## config.mk

```make
export PLATFORM = sky130hd
export DESIGN_NAME = db_ctrl_seq
export DESIGN_NICKNAME = d
export VERILOG_FILES = /design/src/rtl/db_ctrl_seq.sv
export SDC_FILE = /design/constraint.sdc
export NUM_CORES = 1
export LEC_CHECK = 0
export ABC_CLOCK_PERIOD_IN_PS = 3780
export BUFFER_PORTS_ARGS = -buffer_cell sky130_fd_sc_hd__buf_2
export CORE_UTILIZATION = 55
export DETAILED_ROUTE_END_ITERATION = 10
export GPL_ROUTABILITY_DRIVEN = 0
export HOLD_SLACK_MARGIN = 0.06
export PLACE_DENSITY = 0.9
export SLEW_MARGIN = 30
export SYNTH_ARGS = -nofsm -noshare
export SYNTH_HDL_FRONTEND = slang
export SYNTH_SLANG_ARGS = --single-unit
export TNS_END_PERCENT = 1
```

## constraint.sdc

```tcl
create_clock -name clk -period 3.78 [get_ports clk]
set_input_delay 0.378 -clock clk [delete_from_list [all_inputs] [get_ports clk]]
set_output_delay 0.378 -clock clk [all_outputs]
set_load 0.03 [all_outputs]
```

## src/rtl/db_ctrl_seq.sv

```systemverilog
// Deblocking-filter CTU phase sequencer with per-phase cycle counts, chroma-skip/bypass modes and stall.
// Optional macro DB_CTRL_ABORT_EN adds abort_i, which returns the sequencer to IDLE without done_o.
module db_ctrl_seq #(
    parameter int unsigned CNT_W     = 9,
    parameter int unsigned LOAD_CYC  = 384,
    parameter int unsigned YVER_CYC  = 132,
    parameter int unsigned YHOR_CYC  = 140,
    parameter int unsigned CVER_CYC  = 68,
    parameter int unsigned CHOR_CYC  = 76,
    parameter int unsigned OUTLT_CYC = 67,
    parameter int unsigned OUT_CYC   = 384
) (
    input  logic             clk,
    input  logic             rst,
    input  logic             start_i,
    input  logic [1:0]       mode_i,
    input  logic             stall_i,
`ifdef DB_CTRL_ABORT_EN
    input  logic             abort_i,
`endif
    output logic             done_o,
    output logic             busy_o,
    output logic [2:0]       state_o,
    output logic [CNT_W-1:0] cnt_o,
    output logic             isluma_o,
    output logic             isver_o,
    output logic             phase_start_o
);

    // Encoding is fixed: downstream datapath blocks decode state_o directly.
    typedef enum logic [2:0] {
        IDLE  = 3'b000,
        LOAD  = 3'b001,
        YVER  = 3'b011,
        YHOR  = 3'b010,
        CVER  = 3'b110,
        CHOR  = 3'b111,
        OUTLT = 3'b101,
        OUT   = 3'b100
    } state_t;

    state_t           state;
    state_t           next_phase;
    logic [CNT_W-1:0] cnt;
    logic [CNT_W-1:0] last_cnt;
    logic [1:0]       mode_r;
    logic             abort;

`ifdef DB_CTRL_ABORT_EN
    assign abort = abort_i;
`else
    assign abort = 1'b0;
`endif

    always_comb begin
        last_cnt   = '0;
        next_phase = IDLE;
        case (state)
            LOAD: begin
                last_cnt   = CNT_W'(LOAD_CYC);
                next_phase = mode_r[1] ? OUTLT : YVER;
            end
            YVER: begin
                last_cnt   = CNT_W'(YVER_CYC);
                next_phase = YHOR;
            end
            YHOR: begin
                last_cnt   = CNT_W'(YHOR_CYC);
                next_phase = mode_r[0] ? CVER : OUTLT;
            end
            CVER: begin
                last_cnt   = CNT_W'(CVER_CYC);
                next_phase = CHOR;
            end
            CHOR: begin
                last_cnt   = CNT_W'(CHOR_CYC);
                next_phase = OUTLT;
            end
            OUTLT: begin
                last_cnt   = CNT_W'(OUTLT_CYC);
                next_phase = OUT;
            end
            OUT: begin
                last_cnt   = CNT_W'(OUT_CYC);
                next_phase = IDLE;
            end
            default: begin
                last_cnt   = '0;
                next_phase = IDLE;
            end
        endcase
    end

    // Priority outside IDLE: abort, then stall, then phase end / count.
    always_ff @(posedge clk) begin
        if (rst) begin
            state  <= IDLE;
            cnt    <= '0;
            mode_r <= '0;
            done_o <= 1'b0;
        end else begin
            done_o <= 1'b0;
            if (state == IDLE) begin
                cnt <= '0;
                if (start_i) begin
                    state  <= LOAD;
                    mode_r <= mode_i;
                end
            end else if (abort) begin
                state <= IDLE;
                cnt   <= '0;
            end else if (!stall_i) begin
                if (cnt == last_cnt) begin
                    state <= next_phase;
                    cnt   <= '0;
                    if (state == OUT) begin
                        done_o <= 1'b1;
                    end
                end else begin
                    cnt <= cnt + 1'b1;
                end
            end
        end
    end

    assign state_o       = state;
    assign cnt_o         = cnt;
    assign busy_o        = (state != IDLE);
    assign isluma_o      = (state == YVER) || (state == YHOR);
    assign isver_o       = (state == YVER) || (state == CVER);
    assign phase_start_o = (cnt == '0) && (state != IDLE);

endmodule

```

==> flow_metrics.env, run 1 <==
export IMPL_fin_crit_ps=2210
export IMPL_grt_pass1_wl_um=3520
export IMPL_synth_cells=115
export IMPL_synthAdderAreaFrac_pct=2.64
export IMPL_slowest_stage="dfxtp_1"
export IMPL_cts_resized=0
export IMPL_dp_cells=146
export IMPL_r2r_setup_slack_ps=1570
export IMPL_initial_core_util_pct=60.8
export IMPL_maxCapViolations=0
export IMPL_max_freq_mhz=453
export IMPL_r2r_cells=5
export IMPL_startpoint_type="flop"
export IMPL_synth_nets=123
export IMPL_synth_compound_area_share_pct=17.2
export IMPL_setup_violations=0
export IMPL_synth_xor_area_share_pct=9.23
export IMPL_pwr_density_cell_nw_per_um2=550
export IMPL_die_x_um=43.5
export IMPL_synth_area_top_cells="dfxtp_1 32%, nor3_1 5.8%, xnor2_1 4.6%, xor2_1 4.6%, nand3_1 4.2%"
export IMPL_cp_arrival_ps=2400
export IMPL_synth_simple_area_share_pct=30.3
export IMPL_fp_row_count=14
export IMPL_ctsHoldBuffers=0
export IMPL_status="finished, violations left"
export IMPL_place_area_um2=1040
export IMPL_synth_top_family_by_area="simple AND/OR/NAND/NOR gates"
export IMPL_top_layer="met4"
export IMPL_multi_input_area_um2=588
export IMPL_clk_latency_ps=290
export IMPL_post_cts_setup_buffers=0
export IMPL_nets=143
export IMPL_grt_use_total_pct=25.1
export IMPL_clockBufferDepth=2
export IMPL_synthMuxAreaShare_pct=2.64
export IMPL_syn2layout_area_growth_pct=12.5
export IMPL_met2_length_um=927
export IMPL_viasPerCell=6.05
export IMPL_wl_met3_um=126
export IMPL_cts_sink_count=15
export IMPL_violations="design-rule violations"
export IMPL_fin_worst_skew_ps=4.59
export IMPL_ir_drop_mv=0.336
export IMPL_maxSlewHeadroom_pct=64.1
export IMPL_final_antenna_net_count=0
export IMPL_critPathBufInv=0
export IMPL_rsz0062_at_grt="no"
export IMPL_instances_no_fill=150
export IMPL_r2r_start="state_o[2]"
export IMPL_cts_root_buffer="clkbuf_4"
export IMPL_path_depth=5
export IMPL_hp_class="in2reg"
export IMPL_cpLargestDelayFamily="flip-flops"
export IMPL_synth_edf_count=0
export IMPL_synth_distinct_cells=40
export IMPL_setup_worst_path_class="reg2reg"
export IMPL_hold_path_depth=3
export IMPL_regArea_um2=300
export IMPL_finalHoldViolCount=0
export IMPL_crit_start="state_o[2]"
export IMPL_leakagePower_nw=0.443
export IMPL_ys_seq_area_share_pct=31.7
export IMPL_cts_inserted_buffers=3
export IMPL_r2r_end="state_o[0]"
export IMPL_core_area_um2=1560
export IMPL_grt_max_degree=17
export IMPL_firstDrtPassIters=7
export IMPL_post_route_period_util_pct=58.4
export IMPL_avgSynthCellArea_um2=8.25
export IMPL_wl_per_cell_um=13.7
export IMPL_yosys_warnings=0
export IMPL_drt_total_wl_um=2060
export IMPL_cts_tree="built"
export IMPL_synthTopCellsByCount="15 x dfxtp_1, 11 x nor3_1, 8 x nand2_1, 8 x nand3_1, 8 x nor2_1"
export IMPL_grt_pass1_vias=794
export IMPL_crit_end="state_o[0]"
export IMPL_fillers=144
export IMPL_synthFlopType="dfxtp_1"
export IMPL_dieArea_um2=1890
export IMPL_antenna_found_initial=0
export IMPL_path_clk_slew_ps=90
export IMPL_crit_path_max_fanout=16
export IMPL_synth_seq_cells=15
export IMPL_synth_area_um2=948
export IMPL_cp_end_kind="flop"
export IMPL_grt_ovfl_total=0
export IMPL_tightest_slew_ps=535
export IMPL_layout_drive_gt1_share_pct=23.1
export IMPL_critPathRequiredTime_ps=3970
export IMPL_synth_area_leader_cell="dfxtp_1"
export IMPL_drv_slew=0
export IMPL_cp_slowest_stage_delay_ps=650
export IMPL_wl_met1_um=960
export IMPL_setup_tns_ps=0
export IMPL_n_antenna_cell=0
export IMPL_fin_area_um2=1070
export IMPL_dieHeight_um=43.5
export IMPL_async_flop_share_pct=0
export IMPL_synth_top_area_share_pct=31.7
export IMPL_h_tree_depth=1
export IMPL_yosysMostFrequentCell="dfxtp_1"
export IMPL_ioPinCount=23
export IMPL_portBuffers=22
export IMPL_vias=907
export IMPL_place_hpwl_um=1520
export IMPL_drt_iter0_drc=35
export IMPL_drc=5
export IMPL_path_cells="xnor2_1 -> o31ai_2 -> o2111ai_2 -> nor3_4 -> mux2_4"
flip-flops by register name, summed over array words and instances (netlist names):
register / count
cnt_o: 9
mode_r: 2
done_o: 1
state_o: 3
metal layers:
layer	track usage [%]	vias to the layer above
li1	-	453
met1	33.9	415
met2	38.8	34
met3	3.75	5
met4	13.1	0
met5	0	-
tightest hold or removal path, stage by stage:
cell and delay [ps]:
buf_2 90, nand3_1 50, a21oi_1 60
worst min-delay path by stage:
stage	end	startpoint	slack, ps
2_1_floorplan	mode_r[0]	mode_r[0]	450
3_3_place_gp	mode_r[0]	mode_r[0]	470
3_5_place_dp	mode_r[0]	mode_r[0]	490
4_1_cts	mode_r[1]	mode_i[1]	330
5_1_grt	state_o[1]	rst	350
6_report	mode_r[1]	mode_i[1]	330
power by group:
group / internal (mW) / leakage [nW] / switching [mW] / total (mW)
registers: 0.172 / 0.122 / 0.0359 / 0.207
clock network: 0.0411 / 0.0150 / 0.0511 / 0.0923
logic: 0.0977 / 0.306 / 0.190 / 0.288
total: 0.310 / 0.443 / 0.277 / 0.587
cells in the final DEF, fill, tap and decap left out, drive strengths merged, types with 2 or more instances in the layout:
cell type	instances
nor2	8
xnor2	5
o31ai	2
o21ai	5
dfxtp	15
and3	3
clkbuf	4
inv	6
o211ai	2
nand3	8
ha	2
buf	22
and4b	2
nand2	8
nor2b	3
xor2	5
a21oi	4
nor3	12
nor4	3
layout make-up:
class	count	share of cell area, %
inverters	6	2.11
clock buffers	4	2.46
multi-input cells	87	55.1
repair buffers	22	10.3
flip-flops and latches	15	28.1
well taps	16	1.88
through the flow:
step | util [%] | worst slack (ps) | power (mW) | hold WS, ps
6_report | 68.5 | 1570 | 0.587 | 333
5_1_grt | 68.5 | 1440 | 0.629 | 353
4_1_cts | 68.5 | 1590 | 0.587 | 331
3_5_place_dp | 66.8 | 1610 | 0.496 | 489
3_3_place_gp | 66.8 | 1700 | 0.482 | 472
2_1_floorplan | - | 1730 | 0.437 | 449
logic make-up after synthesis:
family                   count (synthesis)
adder cells (fa/ha/maj)                  2
multiplexers                             2
XOR/XNOR                                10
flip-flops                              15
AND/OR/NAND/NOR                         52
AO/OA/AOI/OAI                           21
buffers and inverters                   13
(Power assumes the default switching activity.)
==> run 2, diff against run 1 <==
ABC_CLOCK_PERIOD_IN_PS = 2200   (was 3780)
CORE_UTILIZATION = 51   (was 55)
PLACE_DENSITY = 0.85   (was 0.9)
clock period = 2.2 ns   (was 3.78 ns; I/O delays follow)
==> flow_metrics.env, run 2 (same netlist as run 1, synthesis figures left out) <==
export IMPL_status="finished clean"
export IMPL_fp_row_count=15
export IMPL_critPathBufInv=0
export IMPL_drv_slew=0
export IMPL_hp_class="in2reg"
export IMPL_clockBufferDepth=2
export IMPL_wl_per_cell_um=13.4
export IMPL_cts_sink_count=15
export IMPL_cts_root_buffer="clkbuf_4"
export IMPL_path_cells="xnor2_1 -> o31ai_2 -> o2111ai_2 -> or3_1 -> a221oi_2"
export IMPL_clk_latency_ps=280
export IMPL_nets=147
export IMPL_fin_worst_skew_ps=7.93
export IMPL_layout_drive_gt1_share_pct=25.4
export IMPL_setup_worst_path_class="reg2reg"
export IMPL_r2r_setup_slack_ps=150
export IMPL_initial_core_util_pct=54.9
export IMPL_post_route_period_util_pct=93.1
export IMPL_ctsHoldBuffers=0
export IMPL_final_util_pct=64.2
export IMPL_setup_tns_ps=0
export IMPL_crit_path_max_fanout=15
export IMPL_drt_iter0_drc=25
export IMPL_r2r_end="state_o[1]"
export IMPL_max_freq_mhz=488
export IMPL_p_seq_share_pct=33.5
export IMPL_cts_resized=0
export IMPL_die_x_um=45.1
export IMPL_path_depth=5
export IMPL_h_tree_depth=1
export IMPL_grt_pass1_wl_um=3600
export IMPL_rsz0062_at_grt="no"
export IMPL_cp_end_kind="flop"
export IMPL_cts_inserted_buffers=3
export IMPL_dieArea_um2=2040
export IMPL_final_cell_mix="22 x buf_2, 15 x dfxtp_1, 11 x nor3_1"
export IMPL_fin_crit_ps=2050
export IMPL_syn2layout_area_growth_pct=16.9
export IMPL_cp_arrival_ps=2240
export IMPL_tightest_slew_ps=449
export IMPL_cts_tree="built"
export IMPL_largest_reg_flops=9
export IMPL_portBuffers=22
export IMPL_p_comb_share_pct=51.4
export IMPL_cp_slowest_stage_delay_ps=610
export IMPL_startpoint_type="flop"
export IMPL_path_clk_slew_ps=90
export IMPL_timing_hold_ws_ps=186
export IMPL_finalHoldViolCount=0
export IMPL_antenna_found_initial=0
export IMPL_firstDrtPassIters=4
export IMPL_vias=930
export IMPL_grt_pass1_vias=833
export IMPL_swShare_pct=46.5
export IMPL_ir_drop_mv=0.586
export IMPL_intPower_mw=0.564
export IMPL_power_switching_mw=0.490
export IMPL_grt_max_degree=16
export IMPL_slowest_stage="dfxtp_1"
export IMPL_maxSlewHeadroom_pct=70.0
export IMPL_r2r_start="state_o[0]"
export IMPL_crit_start="state_o[0]"
export IMPL_r2r_cells=5
export IMPL_drt_total_wl_um=2190
export IMPL_setup_violations=0
export IMPL_place_hpwl_um=1690
export IMPL_grt_use_total_pct=24.7
export IMPL_viasPerCell=5.71
export IMPL_cpLargestDelayFamily="compound AO/OA/AOI/OAI gates"
export IMPL_drc=0
export IMPL_leakagePower_nw=0.462
export IMPL_crit_end="state_o[1]"
export IMPL_critPathRequiredTime_ps=2400
export IMPL_pwr_density_cell_nw_per_um2=951
export IMPL_ioPinCount=23
export IMPL_core_area_um2=1730
export IMPL_maxCapViolations=0
export IMPL_n_antenna_cell=0
export IMPL_grt_ovfl_total=0
export IMPL_post_cts_setup_buffers=0
export IMPL_mostFrequentLayoutCell="buf_2"
export IMPL_final_antenna_net_count=0
export IMPL_dieHeight_um=45.1
export IMPL_clock_power_share_pct=15.1
run 2: area by class of cell:
cell class              count  area [um2]
repair buffers             26         140
well taps                  25        31.3
clock buffers               4        26.3
flip-flops and latches     15         300
multi-input cells          87         588
fillers                   167         618
inverters                   6        22.5
run 2: worst min path at each step:
stage | from | end | slack (ps) | cells past startpoint
floorplan | mode_i[0] | mode_r[0] | 370 | 2
global placement | mode_r[0] | mode_r[0] | 470 | 2
detailed placement | mode_i[1] | mode_r[1] | 490 | 3
CTS | mode_i[1] | mode_r[1] | 190 | 3
global route | mode_i[1] | mode_r[1] | 190 | 3
finish | mode_i[1] | mode_r[1] | 190 | 3
run 2: metrics by stage:
step           power [mW]  instances  worst slack (ps)  area [um2]
2_1_floorplan       0.750        115               194         948
3_3_place_gp        0.879        159               346        1080
3_5_place_dp        0.897        159               184        1080
4_1_cts              1.05        163               148        1110
5_1_grt              1.13        163              40.1        1110
6_report             1.05        163               152        1110
run 2: power groups by stage:
stage / sequential (mW) / combinational [mW] / clock (mW)
2_1_floorplan: 0.359 / 0.392 / 0
3_3_place_gp: 0.356 / 0.523 / 0
3_5_place_dp: 0.359 / 0.538 / 0
4_1_cts: 0.354 / 0.540 / 0.160
5_1_grt: 0.360 / 0.592 / 0.179
6_report: 0.353 / 0.541 / 0.159
run 2: metal layers:
layer	vias to the layer above	GRT usage [%]	routed length (um)
met4	0	10.9	43
li1	462	-	-
met1	431	28.9	906
met2	31	44.1	1150
met3	6	3.60	85
met5	-	0	0
run 2: worst reg2reg max path: stages, from the launching register on:
cell and delay (ps):
dfxtp_1 610, xnor2_1 200, o31ai_2 240, o2111ai_2 240
or3_1 430, a221oi_2 250
==> run 3, diff against run 2 <==
REMOVE_ABC_BUFFERS = 1   (was unset)
==> flow_metrics.env, run 3 (same netlist as run 1, synthesis figures left out) <==
export IMPL_hp_start="mode_i[0]"
export IMPL_startpoint_type="flop"
export IMPL_crit_path_max_fanout=13
export IMPL_r2r_start="state_o[1]"
export IMPL_post_cts_setup_buffers=0
export IMPL_grt_ovfl_total=0
export IMPL_place_hpwl_um=1640
export IMPL_place_area_um2=1080
export IMPL_final_cell_mix="22 x buf_2, 15 x dfxtp_1, 11 x nor3_1"
export IMPL_fin_crit_ps=1950
export IMPL_r2r_cells=5
export IMPL_maxCapViolations=0
export IMPL_hp_class="in2reg"
export IMPL_nets=147
export IMPL_setup_worst_path_class="reg2reg"
export IMPL_leakagePower_nw=0.463
export IMPL_ioPinCount=23
export IMPL_drc=0
export IMPL_mostFrequentLayoutCell="buf_2"
export IMPL_h_tree_depth=1
export IMPL_fin_area_um2=1110
export IMPL_max_freq_mhz=514
export IMPL_cp_arrival_ps=2150
export IMPL_clk_latency_ps=290
export IMPL_vias=956
export IMPL_post_route_period_util_pct=88.5
export IMPL_die_x_um=45.1
export IMPL_drv_slew=0
export IMPL_core_area_um2=1730
export IMPL_ctsHoldBuffers=0
export IMPL_firstDrtPassIters=5
export IMPL_cts_tree="built"
export IMPL_setup_violations=0
export IMPL_rsz0062_at_grt="no"
export IMPL_n_antenna_cell=0
export IMPL_status="finished clean"
export IMPL_dieHeight_um=45.1
export IMPL_layout_drive_gt1_share_pct=25.4
export IMPL_r2r_setup_slack_ps=250
export IMPL_pwr_density_cell_nw_per_um2=964
export IMPL_r2r_end="state_o[1]"
export IMPL_path_clk_slew_ps=90
export IMPL_largest_reg_flops=9
export IMPL_fillers=155
export IMPL_hold_path_depth=3
export IMPL_maxSlewHeadroom_pct=71.9
export IMPL_fp_row_count=15
export IMPL_wl_per_cell_um=13.9
export IMPL_grt_pass1_wl_um=3680
export IMPL_tightest_slew_ps=420
export IMPL_cp_end_kind="flop"
export IMPL_final_antenna_net_count=0
export IMPL_finalHoldViolCount=0
export IMPL_grt_max_degree=14
export IMPL_hold_end="mode_r[0]"
export IMPL_grt_pass1_vias=808
export IMPL_cts_root_buffer="clkbuf_4"
export IMPL_setup_tns_ps=0
export IMPL_syn2layout_area_growth_pct=16.9
export IMPL_drt_iter0_drc=15
export IMPL_drt_total_wl_um=2270
export IMPL_cts_sink_count=15
export IMPL_initial_core_util_pct=54.9
export IMPL_portBuffers=22
export IMPL_antenna_found_initial=0
export IMPL_grt_use_total_pct=25.2
export IMPL_dieArea_um2=2040
export IMPL_clockBufferDepth=2
export IMPL_fin_worst_skew_ps=5.83
export IMPL_ir_drop_mv=0.576
export IMPL_cts_resized=0
export IMPL_viasPerCell=5.87
export IMPL_critPathRequiredTime_ps=2410
export IMPL_cts_inserted_buffers=3
[run 3: cell counts in the layout (fill, tap and decap cells not counted)]
Identical to the previous run, type by type.
[run 3: through the flow]
step           hold slack (ps)  power [mW]  setup WS (ps)  cells  utilization, %
2_1_floorplan              286       0.729           55.3    108               -
3_3_place_gp               468       0.880            398    159            62.7
3_5_place_dp               488       0.898            293    159            62.7
4_1_cts                    188        1.06            280    163            64.2
5_1_grt                    178        1.13           93.2    163            64.2
6_report                   188        1.07            254    163            64.2
[run 3: worst max-delay path: stages, from the launching register on]
cell and delay, ps:
dfxtp_1 590, nor2b_1 160, o31ai_1 270, o2111ai_2 230, or3_1 420, a221oi_2 200
[run 3: per-layer routing]
| layer | up-vias | track usage, % | wire [um] |
|---|---|---|---|
| met1 | 434 | 33.1 | 979 |
| met3 | 9 | 6.00 | 192 |
| met2 | 46 | 38.0 | 1040 |
| met5 | - | 0 | 0 |
| li1 | 467 | - | - |
| met4 | 0 | 13.3 | 61 |
[run 3: worst max-delay path by stage]
stage                     startpoint  slack, ps  cells after the start          to
final                     state_o[1]        250                      5  state_o[1]
after global routing      state_o[1]         90                      5  state_o[1]
after CTS                 state_o[1]        280                      5  state_o[1]
after detailed placement  state_o[1]        290                      5  state_o[1]
after global placement    state_o[1]        400                      5  state_o[1]
after floorplan           state_o[2]         60                      5  state_o[0]
[run 3: where the power goes]
group	switching, mW	total [mW]	internal [mW]
registers	0.0418	0.337	0.295
clock network	0.0917	0.162	0.0705
logic	0.367	0.570	0.203
total	0.501	1.07	0.568
[run 3: layout make-up]
class,count,area [um2],share of cell area (%)
Timing Repair Buffer,26,140,12.6
Tap cell,25,31.3,2.82
Inverter,6,22.5,2.03
Clock buffer,4,26.3,2.37
Multi-Input combinational cell,87,588,53.0
Sequential cell,15,300,27.1
